`config.mk`:
```
export PLATFORM = sky130hd
export DESIGN_NAME = p2s_load_scheduler
export DESIGN_NICKNAME = d
export VERILOG_FILES = /design/src/rtl/p2s_load_scheduler.sv
export SDC_FILE = /design/constraint.sdc
export NUM_CORES = 1
export LEC_CHECK = 0
export ABC_AREA = 1
export CELL_PAD_IN_SITES_DETAIL_PLACEMENT = 1
export CELL_PAD_IN_SITES_GLOBAL_PLACEMENT = 1
export CORE_MARGIN = 2
export CORE_UTILIZATION = 32
export CTS_CLUSTER_DIAMETER = 40
export DETAILED_ROUTE_END_ITERATION = 10
export GPL_TIMING_DRIVEN = 0
export PLACE_DENSITY_LB_ADDON = 0.1
export SYNTH_ARGS = -nofsm -noshare
export SYNTH_HDL_FRONTEND = slang
export SYNTH_SLANG_ARGS = --single-unit
```
`constraint.sdc`:
```
create_clock -name clk -period 5.1 [get_ports clk]
set_input_delay 1.02 -clock clk [delete_from_list [all_inputs] [get_ports clk]]
set_output_delay 1.02 -clock clk [all_outputs]
set_load 0.03 [all_outputs]
```
`src/rtl/p2s_load_scheduler.sv`:
```
// Round-robin load scheduler for a shared parallel-to-serial converter.
// Define P2S_BACK_TO_BACK_EN to allow a grant on the last SHIFT cycle.
module p2s_load_scheduler #(
  parameter int NUM_REQ    = 4,
  parameter int SERIAL_LEN = 8
) (
  input  logic                       clk,
  input  logic                       rst,
  input  logic [NUM_REQ-1:0]         req_valid,
  input  logic [NUM_REQ*8-1:0]       req_data,
  output logic [NUM_REQ-1:0]         req_ready,
  output logic                       load,
  output logic [7:0]                 parallel_in,
  output logic [$clog2(NUM_REQ)-1:0] grant_idx,
  output logic                       busy,
  output logic                       frame_done
);

  localparam int IW = $clog2(NUM_REQ);
  localparam int CW = $clog2(SERIAL_LEN + 1);
  localparam logic [CW-1:0] CNT_LAST = CW'(SERIAL_LEN - 1);
  localparam logic [IW-1:0] LAST_RST = IW'(NUM_REQ - 1);
  localparam logic [IW:0]   NREQ_W   = (IW+1)'(NUM_REQ);

  typedef enum logic [1:0] {
    S_IDLE,
    S_LOAD,
    S_SHIFT
  } state_t;

  state_t        state_q, state_d;
  logic [CW-1:0] cnt_q, cnt_d;
  logic [IW-1:0] last_q, last_d;
  logic [IW-1:0] gidx_q, gidx_d;
  logic [7:0]    data_q, data_d;

  logic          win_vld;
  logic [IW-1:0] win_idx;
  logic [IW:0]   sum;
  logic [IW-1:0] idx;
  logic [7:0]    win_data;
  logic          shift_last;
  logic          grant_ok;
  logic          grant;

  // Search starts just past the last winner, wrapping around.
  always_comb begin
    win_vld = 1'b0;
    win_idx = '0;
    sum     = '0;
    idx     = '0;
    for (int k = 1; k <= NUM_REQ; k++) begin
      sum = {1'b0, last_q} + (IW+1)'(k);
      if (sum >= NREQ_W) begin
        sum = sum - NREQ_W;
      end
      idx = sum[IW-1:0];
      if (!win_vld && req_valid[idx]) begin
        win_vld = 1'b1;
        win_idx = idx;
      end
    end
  end

  assign win_data = req_data[{win_idx, 3'b000} +: 8];

  assign shift_last = (state_q == S_SHIFT)
                   && (cnt_q == CNT_LAST);

`ifdef P2S_BACK_TO_BACK_EN
  assign grant_ok = (state_q == S_IDLE) || shift_last;
`else
  assign grant_ok = (state_q == S_IDLE);
`endif

  // Reset gates the grant so nothing is consumed while held in reset.
  assign grant = grant_ok && win_vld && !rst;

  always_comb begin
    req_ready = '0;
    if (grant) begin
      req_ready[win_idx] = 1'b1;
    end
  end

  always_comb begin
    state_d = state_q;
    cnt_d   = cnt_q;
    last_d  = last_q;
    gidx_d  = gidx_q;
    data_d  = data_q;
    unique case (state_q)
      S_IDLE: begin
        if (grant) begin
          state_d = S_LOAD;
        end
      end
      S_LOAD: begin
        cnt_d   = '0;
        state_d = S_SHIFT;
      end
      S_SHIFT: begin
        cnt_d = cnt_q + 1'b1;
        if (shift_last) begin
          state_d = grant ? S_LOAD : S_IDLE;
        end
      end
      default: begin
        state_d = S_IDLE;
      end
    endcase
    if (grant) begin
      data_d = win_data;
      gidx_d = win_idx;
      last_d = win_idx;
    end
  end

  always_ff @(posedge clk or posedge rst) begin
    if (rst) begin
      state_q <= S_IDLE;
      cnt_q   <= '0;
      last_q  <= LAST_RST;
      gidx_q  <= '0;
      data_q  <= '0;
    end else begin
      state_q <= state_d;
      cnt_q   <= cnt_d;
      last_q  <= last_d;
      gidx_q  <= gidx_d;
      data_q  <= data_d;
    end
  end

  assign load        = (state_q == S_LOAD);
  assign busy        = (state_q != S_IDLE);
  assign frame_done  = shift_last;
  assign parallel_in = data_q;
  assign grant_idx   = gidx_q;

endmodule

```
### After elaboration in Yosys (flattened, before gate mapping)

Index checks and enable logic that the tools add are counted.

* output and inout bits: 17
* register bits after elaboration: 18
* memory bits (read-only): 0
* bits in writable memories: 0
* memories: 0
* bits in latches: 0

* reduce and logical (&&, ||, !) cells: 15
* order comparisons: 10
* $add $sub $neg: 9
* bitwise logic cells: 0
* $mul: 0
* shift-type cells: 1
* multiplexer cells: 28
* div/mod/pow operators: 0
* equality and inequality tests: 5

Operators by type and width (count)
* indexed part select 32 x 6 -> 8 bit: 1
* 2-to-1 mux 2 bit: 10
* < comparator 2 x 3 -> 1 bit, second input constant: 5
* >= comparator 3 bit, second input constant: 4
* 2-to-1 mux 1 bit: 10
* binary-select mux 1 bit (select 2 bit): 4
* case mux 4 bit (2 select lines): 1
* subtractor 2 x 1 -> 2 bit, second input constant: 4
* logical AND 1 bit: 7
* adder 2 x 2 -> 3 bit, second input constant: 2
* case mux 2 bit (3 select lines): 1
* adder 4 x 1 -> 4 bit, second input constant: 1
* == test 4 x 3 -> 1 bit, second input constant: 1
* logical NOT 1 bit: 4
* 2-to-1 mux 4 bit: 1
* nonzero test 2 bit: 2
* adder 2 x 1 -> 3 bit, second input constant: 1
* adder 2 x 3 -> 3 bit, second input constant: 1
* demux 1 bit (select 2 bit): 1
* == test 2 x 1 -> 1 bit, second input constant: 1
* == test 2 bit, second input constant: 1
* >= comparator 2 x 1 -> 1 bit, second input constant: 1
* logical NOT 2 bit: 1
* inequality test 2 x 1 -> 1 bit, second input constant: 1
* other kinds (2): 2

### Depth between registers and ports, before layout

Gate-level depths: netlist of the first run.

* depth in word-level cells: 20
* gate-level depth with buffers: 18

### Worst setup path after synthesis of the first run

Ideal clock, no wire load.

* kind: in2out
* start point: in req_valid[2]
* end point: out req_ready[0]
* setup slack: 1560 ps
* data required time: 4080 ps
* stages: 10
* arrival: 2520 ps
* path through: nand2_1 nand2_2 nand2_2 nand2_4 nor2_4 nand3_4 nand2_4 buf_6 inv_2 nor3_1

* word-level cells in the longest chain between the ends: 17
* elaborated cells on any way between the ends: 30
* classes of those cells: order compare: 2; mux: 19; reduce/logical: 9

Ends and longest elaborated chain
* start: declaration: line 9 `input logic [NUM_REQ-1:0] req_valid,`
* binary-select mux 1 bit (select 2 bit): line 58 `if (!win_vld && req_valid[idx]) begin`
* 2-to-1 mux 1 bit (not written as such): line 58
* 2-to-1 mux 1 bit: line 58
* logical NOT 1 bit: line 58
* logical AND 1 bit: line 58
* 2-to-1 mux 1 bit: line 58
* logical NOT 1 bit: line 58
* logical AND 1 bit: line 58
* 2-to-1 mux 1 bit: line 58
* logical NOT 1 bit: line 58
* logical AND 1 bit: line 58
* 2-to-1 mux 2 bit: line 58
* < comparator 2 x 3 -> 1 bit (not written as such) / >= comparator 2 x 1 -> 1 bit (equally long branches): line 82 `req_ready[win_idx] = 1'b1;`
* logical AND 1 bit (not written as such): line 82
* 2-to-1 mux 1 bit (not written as such): line 82
* demux 1 bit (select 2 bit): line 82
* 2-to-1 mux 4 bit (*): line 81 `if (grant) begin`
* end: declaration: line 11 `output logic [NUM_REQ-1:0] req_ready,`

Mark *: on every way between the ends. The rest lies on a longest branch, timed or not. The select of a mux whose other input is x is not followed.

### Worst setup path after layout of the first run

* start point: in req_valid[0]
* end point: out req_ready[3]

Same word-level chain as after synthesis.

==> results of run 1 <==
state kept, by name, indices dropped and copies added (netlist names):
register     cells
cnt_q            4
grant_idx        2
last_q           2
parallel_in      8
state_q          2
cell type report:
class                           instances  area (sq um)  share of cell area, %
Timing Repair Buffer                   54           541                   26.1
Tap cell                               52          65.1                   3.14
Multi-Input combinational cell        181           852                   41.2
Clock buffer                            4          45.0                   2.18
Buffer                                  8          60.1                   2.90
Sequential cell                        18           453                   21.9
Inverter                               13          53.8                   2.60
synthesized netlist by cell type, drive strengths merged:
master and number:
nor2 13, dfstp 2, a21boi 2, buf 8, a21oi 7, inv 13, nand2 122, o21ai 4
dfrtp 16, nor3 1, a32o 1, ha 5, or2 1, nand3 25
power by group through the flow:
| stage | logic (mW) | registers, mW | clock network, mW |
|---|---|---|---|
| 6_report | 1.18 | 0.239 | 0.104 |
| 5_1_grt | 1.34 | 0.249 | 0.114 |
| 4_1_cts | 1.21 | 0.240 | 0.108 |
| 3_5_place_dp | 1.20 | 0.243 | 0 |
| 3_3_place_gp | 1.18 | 0.241 | 0 |
| 2_1_floorplan | 0.804 | 0.306 | 0 |
per-layer routing:
| metal | wire (microns) | track usage, % | vias up |
|---|---|---|---|
| met2 | 2030 | 32.5 | 33 |
| li1 | - | - | 801 |
| met1 | 1930 | 23.2 | 730 |
| met5 | 0 | 0 | - |
| met4 | 7 | 1.26 | 0 |
| met3 | 210 | 3.56 | 2 |
worst register-to-register path: stages (launching register included):
cell and delay, ps:
dfstp_2 530, buf_6 130, inv_4 60, nand2_1 60, nand2_1 90, nand2_2 100
nand2_4 70, nor2_4 150, nand3_4 160, nand2_4 160, buf_6 150, nand2_1 70
nand2_1 60, nand2_1 50, nand2_1 70, nand2_1 60, nand2_1 60
metrics by stage:
stage / std cells / util (%) / worst slack, ps / hold WS (ps) / total power, mW
after floorplan: 220 / - / 1560 / 468 / 1.11
after global placement: 326 / 46.8 / 695 / 467 / 1.42
after detailed placement: 326 / 46.8 / 675 / 467 / 1.45
after CTS: 330 / 47.9 / 654 / 494 / 1.56
after global routing: 330 / 47.9 / 435 / 521 / 1.70
final: 330 / 47.9 / 680 / 485 / 1.52
worst paths after layout:
kind	from	endpoint	slack (ps)	depth (start not counted)
max	req_valid[0]	req_ready[3]	680	15
min	parallel_in[0]$_DFFE_PP0P_	parallel_in[0]$_DFFE_PP0P_	490	2
max reg2reg	last_q[0]$_DFFE_PP1P_	parallel_in[4]$_DFFE_PP0P_	3040	16
min reg2reg	parallel_in[0]$_DFFE_PP0P_	parallel_in[0]$_DFFE_PP0P_	490	2
max in group asynchronous	rst	grant_idx[1]$_DFFE_PP0P_	3410	2
min in group asynchronous	rst	parallel_in[5]$_DFFE_PP0P_	1240	2
logic make-up after synthesis:
| group | count (synthesis) | share of synthesized area [%] |
|---|---|---|
| AND/OR/NAND/NOR | 162 | 49.2 |
| buffers and inverters | 21 | 8.02 |
| flip-flops | 18 | 31.9 |
| AO/OA/AOI/OAI | 14 | 6.44 |
| adder cells (fa/ha/maj) | 5 | 4.41 |
==> flow_metrics.tcl, run 1 <==
set metrics [dict create \
    outcome "completed" \
    gr-total-overflow 0 \
    die_area_sq_um 4980 \
    critPathMaxStageDelay_ps 680 \
    numCtsBuffers 3 \
    drive_above_1_share_pct 11.9 \
    ir_drop_uv 313 \
    synth_largest_area_cell "nand2_1" \
    start_util_pct 32.8 \
    area_growth_pct 45.9 \
    syn_nets 263 \
    setup_tns_ps 0 \
    netlist_area_sq_um 1420 \
    cts_resized 0 \
    final_nets 322 \
    switching_power_mw 0.826 \
    drcViolationCount 0 \
    grt_pass1_vias 1605 \
    yosysSeqAreaShare_pct 31.9 \
    gp_congestion 0.732 \
    fillers 570 \
    finalSetupViolCount 0 \
    coreArea_sq_um 4320 \
    fin_crit_ps 4420 \
    cts_root_buffer "clkbuf_8" \
    port_buffers 54 \
    cellInternalPower_mw 0.697 \
    rsz0062_at_grt "false" \
    leakagePower_nw 1.05 \
    post_drt_via_cell_ratio 4.75 \
    diodes 0 \
    avgSynthCellArea_sq_um 6.45 \
    max-clock-path-buffers 2 \
    cts_hold_buf 0 \
    cts_tree "yes" \
    final-hold-violation-count 0 \
    grt_pass1_wl_microns 7340 \
    final_cell_mix "nand2_1, clkdlybuf4s50_1, nand3_1" \
    ys_top_cells_by_area "nand2_1, dfrtp_1, nand3_1, ha_1, dfstp_2" \
    relSlewSlack_pct 53.0 \
    syn_inst 220 \
    finalInstanceArea_sq_um 2070 \
    crit_path_start_kind "input port" \
    synth.ff_latch_count 18 \
    ys_warn_count 0 \
    h-tree-depth 1 \
    vias 1566 \
    place_area_sq_um 2020 \
    crit_slowest_cell "clkdlybuf4s50_1" \
    cp_top_family "buffers and inverters" \
    seqPwrFrac_pct 15.7 \
    cts_setup_buffers 0 \
    worstMarginPinSlew_ps 705 \
    maxCapViolCount 0 \
    final_antenna_net_count 0 \
    cp_common_cell "nand2_1" \
    routed_wl_microns 4180 \
    first_pass_iters 4 \
    die_h_microns 70.6 \
    rows 24 \
    synth.distinct_cells 27 \
    power_density_nw_per_um2 736 \
    io_pins 55 \
    fin_crit_sh_pct 86.7 \
    wl_per_cell_microns 12.7 \
    die_x_microns 70.6 \
    place_hpwl_microns 3320 \
    crit_chain "clkdlybuf4s50_1 -> nand2_1 -> nand2_1 -> nand2_1 -> nand2_1 -> nand2_1 -> nand2_1 -> nand2_1 -> nand2_4 -> nand2_4 -> buf_6 -> inv_2 -> nand2_1 -> nor2_1 -> clkdlybuf4s50_1" \
    fmax_mhz 226 \
    path_buf_inv 4 \
    antenna_found_initial 0 \
    power.combinational.fraction_pct 77.5 \
    hold_class "register to register" \
    critPathCaptureType "output port" \
    crit_fanout 10 \
    worstPathArrival_ps 3400 \
    swShare_pct 54.2 \
    layout_commonest_cell "nand2_1" \
    numClockSinks 18 \
    cts.reportedPaths.clkPinSlew_ps 70 \
    grt_max_degree 19 \
    worst_skew_pair.late_latency_ps 250 \
    drv_slew 0 \
    drt-initial-drc-count 49 \
    p_clk_share_pct 6.8 \
    grt_use_total_pct 17.9 \
    worst-setup-path-type "input port to output port" \
    critical_path_required_ps 4080 \
    finalClockSkew_ps 4.31 \
    yosysTopAreaCellShare_pct 30.4 \
]
Power figures use the tool's default switching activity.
==> run 2: changes to the inputs <==
Settings changed: PLACE_DENSITY_LB_ADDON 0.1 to 0.15.
==> run 2 against run 1 <==
  * Via count rose by 0.19%
  * Clock skew shrank 2.3 ps
  * Cell count stayed put
  * Setup slack better by 44 ps
  * First-iteration DRC count unchanged
  * Power increased by 0.35%
  * Clock power is 5% lower
  * Critical path depth unchanged
  * Critical path type unchanged
  * Largest power group unchanged
  * Highest routed layer unchanged
==> flow_metrics.tcl, run 2 (synthesis gave the netlist of run 1 again) <==
set metrics [dict create \
    p_clk_share_pct 6.4 \
    crit_slowest_cell "clkdlybuf4s50_1" \
    final_cell_mix "nand2_1, clkdlybuf4s50_1, nand3_1" \
    final_antenna_net_count 0 \
    vias 1569 \
    die_h_microns 70.6 \
    finalSetupViolCount 0 \
    worst_skew_pair.late_latency_ps 250 \
    grt_pass1_wl_microns 7490 \
    maxCapViolCount 0 \
    outcome "completed" \
    fin_crit_sh_pct 85.8 \
    fmax_mhz 229 \
    antenna_found_initial 0 \
    swShare_pct 54.5 \
    die_area_sq_um 4980 \
    start_util_pct 32.8 \
    area_growth_pct 45.9 \
    final_nets 322 \
    cp_top_family "buffers and inverters" \
    hold_class "register to register" \
    coreArea_sq_um 4320 \
    drcViolationCount 0 \
    totalPowerFinal_mw 1.53 \
    numCtsBuffers 3 \
    grt_pass1_vias 1612 \
    final-hold-violation-count 0 \
    grt_use_total_pct 18.5 \
    place_hpwl_microns 3400 \
    drt-initial-drc-count 49 \
    numClockSinks 18 \
    gr-total-overflow 0 \
    cts_setup_buffers 0 \
    grt_max_degree 19 \
    power_density_nw_per_um2 739 \
    first_pass_iters 4 \
    drive_above_1_share_pct 11.9 \
    switching_power_mw 0.832 \
    layout_commonest_cell "nand2_1" \
    wl_per_cell_microns 12.8 \
    rows 24 \
    largest_reg_flops 8 \
    critPathCaptureType "output port" \
    io_pins 55 \
    worst-setup-path-type "input port to output port" \
    crit_fanout 10 \
    place_ws_ps 707 \
    power.combinational.fraction_pct 77.6 \
    cts.reportedPaths.clkPinSlew_ps 60 \
    fin_ws_ps 724 \
    fin_crit_ps 4380 \
    die_x_microns 70.6 \
    seqPwrFrac_pct 16.0 \
    worstPathArrival_ps 3360 \
    timing.rr.start "last_q[1]$_DFFE_PP1P_" \
    post_drt_via_cell_ratio 4.75 \
    crit_chain "clkdlybuf4s50_1 -> nand2_1 -> nand2_1 -> nand2_1 -> nand2_1 -> nand2_1 -> nand2_1 -> nand2_1 -> nand2_4 -> nand2_4 -> buf_6 -> inv_2 -> nand2_1 -> nor2_1 -> clkdlybuf4s50_1" \
    cts_hold_buf 0 \
    cp_common_cell "nand2_1" \
    h-tree-depth 1 \
    dp.cells 326 \
    cts_tree "yes" \
    stdcell_count 330 \
    rsz0062_at_grt "false" \
    diodes 0 \
    routed_wl_microns 4230 \
    cellInternalPower_mw 0.696 \
    critPathMaxStageDelay_ps 680 \
    leakagePower_nw 1.05 \
    hp-start "parallel_in[5]$_DFFE_PP0P_" \
    drv_slew 0 \
    finalInstanceArea_sq_um 2070 \
    max-clock-path-buffers 2 \
    cts_resized 0 \
    port_buffers 54 \
    path_buf_inv 4 \
    finalClockSkew_ps 2.03 \
    gp_congestion 0.821 \
    worstMarginPinSlew_ps 675 \
    critical_path_required_ps 4080 \
    crit_path_start "req_valid[0]" \
    crit_path_start_kind "input port" \
    place_area_sq_um 2020 \
    ir_drop_uv 273 \
    setup_tns_ps 0 \
    relSlewSlack_pct 55.0 \
    cts_root_buffer "clkbuf_8" \
]
-- run 2: cell counts in the layout (fill, tap and decap cells not counted) --
Identical to the previous run, type by type.
-- run 2: area by class of cell --
| class | instances | area [sq um] |
|---|---|---|
| flip-flops and latches | 18 | 453 |
| fillers | 594 | 2250 |
| multi-input cells | 181 | 852 |
| plain buffers | 8 | 60.1 |
| clock buffers | 4 | 45.0 |
| inverters | 13 | 53.8 |
| repair buffers | 54 | 541 |
| well taps | 52 | 65.1 |
-- run 2: worst paths after layout --
path,endpoint,slack [ps],cells past startpoint
worst max-delay path,req_ready[3],720,15
worst min-delay path,parallel_in[5]$_DFFE_PP0P_,490,2
worst max register to register,parallel_in[2]$_DFFE_PP0P_,3060,16
worst min register to register,parallel_in[5]$_DFFE_PP0P_,490,2
max in group asynchronous,state_q[1]$_DFFE_PP0P_,3450,2
min in group asynchronous,cnt_q[0]$_DFFE_PP0P_,1220,2
-- run 2: power by group through the flow --
stage,clock network (mW),registers (mW),logic [mW]
finish,0.0984,0.244,1.19
CTS,0.104,0.245,1.21
global placement,0,0.244,1.19
global route,0.113,0.252,1.36
floorplan,0,0.306,0.804
detailed placement,0,0.246,1.21
-- run 2: worst min-delay path, stage by stage (launching register included) --
cell and delay, ps:
dfrtp_1 350, nand2_1 60, nand2_1 60
-- run 2: per-layer routing --
metal	up-vias	wire length (microns)	global-route usage (%)
li1	803	-	-
met1	725	1950	24.4
met2	39	2080	32.8
met3	2	197	3.85
met4	0	9	1.89
met5	-	0	0
-- run 2: through the flow --
step | util, % | hold slack (ps)
finish | 47.9 | 489
global route | 47.9 | 531
CTS | 47.9 | 495
detailed placement | 46.8 | 478
global placement | 46.8 | 465
floorplan | - | 468
==> run 3: changes to the inputs <==
Settings changed: CTS_CLUSTER_SIZE from default to 12.
==> results of run 3 <==
The final DEF is identical to that of run 2; final timing and power are the same.
